### src/rtl/ropuf_challenge_sequencer.sv
// Challenge sequencer for the RO PUF key generator: expands one seed challenge into
// NUM_PAIRS distinct ring-oscillator index pairs offered over a valid/ready handshake.
module ropuf_challenge_sequencer #(
    parameter int unsigned     CH_W      = 16,
    parameter int unsigned     IDX_W     = 4,
    parameter int unsigned     ROT_STEP  = 1,
    parameter int unsigned     NUM_PAIRS = 128,
    parameter logic [CH_W-1:0] LFSR_TAPS = 16'h002D,
    localparam int unsigned    CNT_W     = $clog2(NUM_PAIRS + 1)
) (
    input  logic             clk,
    input  logic             Reset_n,
    input  logic             start,
    input  logic [CH_W-1:0]  challenge,
    input  logic             mode,
    input  logic             abort,
    input  logic             pair_ready,
    output logic             pair_valid,
    output logic [IDX_W-1:0] idx_a,
    output logic [IDX_W-1:0] idx_b,
    output logic [CNT_W-1:0] pair_cnt,
    output logic             busy,
    output logic             done
);

    localparam logic [1:0] ST_IDLE = 2'd0;
    localparam logic [1:0] ST_GEN  = 2'd1;
    localparam logic [1:0] ST_DONE = 2'd2;

    logic [1:0]       fsm;
    logic [CH_W-1:0]  state;
    logic [CH_W-1:0]  state_next;
    logic             mode_q;
    logic [IDX_W-1:0] raw_b;
    logic             last_pair;

    // Both indices come straight from the registered state so they stay stable under backpressure.
    assign idx_a = state[CH_W-1 -: IDX_W];
    assign raw_b = state[CH_W-IDX_W-1 -: IDX_W];
    assign idx_b = (raw_b != idx_a) ? raw_b : idx_a + 1'b1;

    assign pair_valid = (fsm == ST_GEN);
    assign busy       = (fsm != ST_IDLE);
    assign done       = (fsm == ST_DONE);
    assign last_pair  = (pair_cnt == CNT_W'(NUM_PAIRS - 1));

    // NOTE: the rotate result is assigned first as a default, so every path writes state_next and no latch is inferred.
    always_comb begin
        state_next = {state[ROT_STEP-1:0], state[CH_W-1:ROT_STEP]};
        if (mode_q) begin
            state_next = {^(state & LFSR_TAPS), state[CH_W-1:1]};
        end
    end

    // NOTE: all sequential state uses non-blocking assignments so every register samples pre-edge values.
    always_ff @(posedge clk or negedge Reset_n) begin
        if (!Reset_n) begin
            fsm      <= ST_IDLE;
            state    <= '0;
            mode_q   <= 1'b0;
            pair_cnt <= '0;
        end else begin
            case (fsm)
                ST_IDLE: begin
                    if (start && !abort) begin
                        // An all-zero seed would lock the LFSR at zero forever.
                        state    <= (mode && (challenge == '0)) ? CH_W'(1) : challenge;
                        mode_q   <= mode;
                        pair_cnt <= '0;
                        fsm      <= ST_GEN;
                    end
                end
                ST_GEN: begin
                    if (abort) begin
                        fsm <= ST_IDLE;
                    end else if (pair_ready) begin
                        state    <= state_next;
                        pair_cnt <= pair_cnt + 1'b1;
                        if (last_pair) begin
                            fsm <= ST_DONE;
                        end
                    end
                end
                ST_DONE: fsm <= ST_IDLE;
                default: fsm <= ST_IDLE;
            endcase
        end
    end

endmodule

### config.mk
export PLATFORM = sky130hd
export DESIGN_NAME = ropuf_challenge_sequencer
export DESIGN_NICKNAME = d
export VERILOG_FILES = /design/src/rtl/ropuf_challenge_sequencer.sv
export SDC_FILE = /design/constraint.sdc
export NUM_CORES = 1
export LEC_CHECK = 0
export ABC_CLOCK_PERIOD_IN_PS = 3400
export CAP_MARGIN = 40
export CELL_PAD_IN_SITES_DETAIL_PLACEMENT = 2
export CELL_PAD_IN_SITES_GLOBAL_PLACEMENT = 2
export CORE_MARGIN = 5
export CORE_UTILIZATION = 31
export CTS_CLUSTER_SIZE = 28
export DETAILED_ROUTE_END_ITERATION = 7
export HOLD_SLACK_MARGIN = 0.03
export PLACE_DENSITY = 0.82
export SYNTH_ARGS = -nofsm -noshare
export SYNTH_HDL_FRONTEND = slang
export SYNTH_SLANG_ARGS = --single-unit
### constraint.sdc
create_clock -name clk -period 3.4 [get_ports clk]
set_input_delay 0.51 -clock clk [delete_from_list [all_inputs] [get_ports clk]]
set_output_delay 0.51 -clock clk [all_outputs]
set_load 0.005 [all_outputs]
Word level (Yosys, flattened, before mapping). Cells that the tools add are included. Widths: inputs -> output; s select.

Flip-flop bits (word level): 27. Input bits: 22. Word-level logic and storage cells: 42.

$add $sub $neg: 2. Equal/unequal tests: 9. Mux-type cells: 16. Reduce and logical (&&, ||, !) cells: 11.

Operator list (number): $mux 16 (5); $pmux 16 s2 (1); $mux 8 (3); $logic_not 16->1 (1); $pmux 8 s2 (1); $reduce_xor 16->1 (1); $add 8x1->8 const B (1); $eq 8x7->1 const B (1); $mux 2 (4); $ne 2x2->1 const B (3); $add 4x1->4 const B (1); $mux 4 (1); $ne 4x4->1 (1); $pmux 2 s2 (1); $reduce_and 4->1 (1); $reduce_bool 2->1 (2); $ne 3x2->1 const B (1); $ne 3x3->1 const B (1); $reduce_and 3->1 (1); $eq 2x1->1 const B (1); $eq 2x2->1 const B (1); $logic_and 1x1->1 (2); $logic_not 2->1 (1); $reduce_and 2->1 (1); $logic_not 1->1 (1).

Depth between registers and ports, before layout.
Depth after elaboration: 5. Gate-level depth with buffers: 6. Gate-level depth less buffers: 5.

Least setup slack after synthesis. OpenSTA, ideal clock, no wires.

Path type: flip-flop to output port. Start point: reg state[12]. End point: out idx_b[1]. Arrival time: 1.662 ns. Required time: 2.890 ns. Setup slack: 1.228 ns. Cell stages (with the launch flop): 4. Path buffers: 0. Path through: dfrtp_1 -> xor2_1 -> nor4_1 -> mux2_2.

Longest elaborated chain between the ends: 2. Elaborated cells between the ends (all ways): 3. Those cells by class: add/sub: 1; eq/ne: 1; mux: 1.

RTL lines: from (decl) (line 31) `logic [CH_W-1:0] state;`; from (signal assigned) (line 67) `state <= (mode && (challenge == '0)) ? CH_W'(1) : challenge;`; from (signal assigned) (line 77) `state <= state_next;`; $add 4x1->4 / $ne 4x4->1 (equally long branches) (line 40) `assign idx_b = (raw_b != idx_a) ? raw_b : idx_a + 1'b1;`; $mux 4 * (line 40); to (decl) (line 20) `output logic [IDX_W-1:0] idx_b,`.

Every way passes the cells marked *; elsewhere a longest branch is shown, timed or not.

Worst setup path in the final report.
Start point: reg state[15]. End point: out idx_b[1].

Longest elaborated chain between the ends: 2.

RTL lines (line): $ne 4x4->1 (40); $mux 4 (40).

No other way between the ends.

==> results.sh <==
export IMPL_whs_ns=0.510
export IMPL_seqPwrFrac_pct=45.8
export IMPL_synthArstFlopShare_pct=100
export IMPL_p_total_mw=0.964
export IMPL_setup_ws_ns=0.694
export IMPL_cp_start_kind="flop"
export IMPL_setup_viol=0
export IMPL_vias_per_cell=5.11
export IMPL_max_slew_margin_pct=47.3
export IMPL_critPathCaptureType="output port"
export IMPL_cts_buffers=3
export IMPL_drtAntennaViolNets=0
export IMPL_path_cells="xor2_1 -> nor4_1 -> buf_4 -> mux2_2 -> clkdlybuf4s50_1"
export IMPL_boundaryPins=41
export IMPL_area_growth_pct=33.8
export IMPL_drive_above_1_share_pct=7.25
export IMPL_post_route_drc_count=0
export IMPL_critPathKind="reg -> out"
export IMPL_fmax_ghz=0.370
export IMPL_rrSetupSlack_ns=1.58
export IMPL_overflow=0
export IMPL_switching_power_mw=0.319
export IMPL_cts_hold_fix_buffers=0
export IMPL_place_congestion=0.795
export IMPL_crit_path_max_fanout=7
export IMPL_hold_class="reg -> reg"
export IMPL_die_y_um=79.7
export IMPL_slowest_stage="dfrtp_1"
export IMPL_num_vias=1329
export IMPL_ys_types=36
export IMPL_rows=25
export IMPL_clock_sinks=27
export IMPL_n_antenna_cell=0
export IMPL_ys_seq_area_share_pct=44.8
export IMPL_final_area_um2=2020
export IMPL_fin_crit_ns=2.71
export IMPL_cp_required_ns=2.89
export IMPL_start_util_pct=31.9
export IMPL_grt_pass1_vias=1567
export IMPL_clk_latency_ns=0.28
export IMPL_p_per_area_nw_per_um2=478
export IMPL_placed_cell_area_um2=1970
export IMPL_syn_area_um2=1510
export IMPL_slowest_delay_ns=0.47
export IMPL_sw_frac_of_total_pct=33.1
export IMPL_rsz0062_at_grt="false"
export IMPL_drt_total_wl_um=4960
export IMPL_grt_first_pass_wirelength_um=8290
export IMPL_cts_clk_slew_worst_paths_ns=0.10
export IMPL_clockRootBuffer="clkbuf_8"
export IMPL_antenna_found_initial=0
export IMPL_hpwlAfterDp_um=3760
export IMPL_p_leak_nw=0.831
export IMPL_ctsResizeCount=0
export IMPL_io_buffer_count=40
export IMPL_grt_use_total_pct=16.8
export IMPL_pwr_share_comb_pct=34.8
export IMPL_htree_levels=1
export IMPL_cts_setup_buffers=0
export IMPL_fin_nets=218
export IMPL_syn_inst=155
export IMPL_drt_iter0_drc=53
export IMPL_syn_avg_cell_area_um2=9.73
export IMPL_drt_first_pass_iters=4
export IMPL_pwr_share_clk_pct=19.3
export IMPL_grt_start_max_net_pins=31
export IMPL_cts_tree="yes"
export IMPL_drv_slew=0
export IMPL_fin_setup_tns_ns=0
export IMPL_pre_cts_ws_ns=1.01
export IMPL_die_area_um2=6360
export IMPL_ys_warn_count=0
export IMPL_core_um2=4720
export IMPL_finalHoldViolations=0
export IMPL_yosys_register_bits=27
export IMPL_fin_crit_sh_pct=79.6
export IMPL_power_internal_mw=0.645
export IMPL_cap_violations=0
export IMPL_clock_path_buffers=2
export IMPL_status="completed"
export IMPL_max_vdd_ir_drop_mv=0.236
export IMPL_ys_flop_type="dfrtp_1"
export IMPL_final_cell_mix="clkdlybuf4s50_1 (40), dfrtp_1 (27), nand2_1 (20)"
export IMPL_cp_arrival_ns=2.20
export IMPL_die_x_um=79.7
export IMPL_synth_edf_count=0
export IMPL_worst_slew_pin_slew_ns=0.780
export IMPL_clock_skew_ns=0.00848
export IMPL_syn_nets=179
export IMPL_mostFrequentLayoutCell="clkdlybuf4s50_1"
export IMPL_wl_per_cell_um=19.1
power by group through the flow:
stage               Sequential [mW]  Combinational, mW  Clock (mW)
floorplan                     0.426              0.183           0
global placement              0.437              0.318           0
detailed placement            0.450              0.338           0
CTS                           0.442              0.343       0.192
global route                  0.451              0.371       0.212
finish                        0.441              0.336       0.186
worst max-delay path, delay by kind of cell (launching register included):
family        cells  cell delay, ns
mux               1            0.33
flops             1            0.47
buf+inv           2            0.65
xor+xnor          1            0.18
simple gates      1            0.29
registers in the layout, indices dropped and copies added (netlist names):
name / flops
fsm: 2
state: 16
pair_cnt: 8
mode_q: 1
per-stage QoR:
step           utilization [%]  std cells
4_1_cts                   42.7        260
5_1_grt                   42.7        260
6_report                  42.7        260
3_3_place_gp              41.7        256
2_1_floorplan                -        155
3_5_place_dp              41.7        256
cells in the mapped netlist (3+ instances only):
cell type   n  share of area [%]
clkbuf_1    3               0.75
nand2_1    20                5.0
nand3_1     3                1.0
buf_4       4                2.0
o21ai_0    17                5.6
nand4_1     3                1.2
a21oi_1     7                2.3
or4_1       3                1.5
nor2_1      7                1.7
nor4_1      3                1.2
dfrtp_1    27                 45
mux2i_1    16                 11
nor3_1      6                2.0
xor2_1      7                4.1
cell type report:
class | count | area, um^2
Inverter | 2 | 7.51
Tap cell | 67 | 83.8
Timing Repair Buffer | 44 | 430
Multi-Input combinational cell | 116 | 773
Clock inverter | 1 | 5.00
Fill cell | 521 | 2710
Sequential cell | 27 | 676
Clock buffer | 3 | 41.3
cell families (layout without fill, tap and decap cells):
group	after synthesis	count (layout)	synth area share (%)
XOR/XNOR	10	10	6.72
flip-flops	27	27	44.8
buffers and inverters	12	50	4.07
adder cells (fa/ha/maj)	2	2	1.66
multiplexers	17	17	11.4
AO/OA/AOI/OAI	29	29	10.5
AND/OR/NAND/NOR	58	58	20.8
routing by layer:
metal  part of all wire, %  vias to the layer above  global-route usage (%)  routed length [um]
met5                     0                        -                       0                   0
met4                  0.85                        0                    4.05                  42
met3                   2.4                        4                    2.26                 117
met2                    54                       18                    31.8                2680
met1                    43                      678                    20.0                2120
li1                      -                      629                       -                   -
path summary, 6_finish.rpt:
path / from / end / depth (start not counted)
max reg2reg: pair_cnt[0] / fsm[0] / 4
min reg2reg: state[4] / state[4] / 2
max: state[15] / idx_b[1] / 5
min: state[4] / state[4] / 2
min in group asynchronous: Reset_n / state[7] / 2
max in group asynchronous: Reset_n / pair_cnt[6] / 2
No activity file was read; power rests on OpenSTA's default activity.
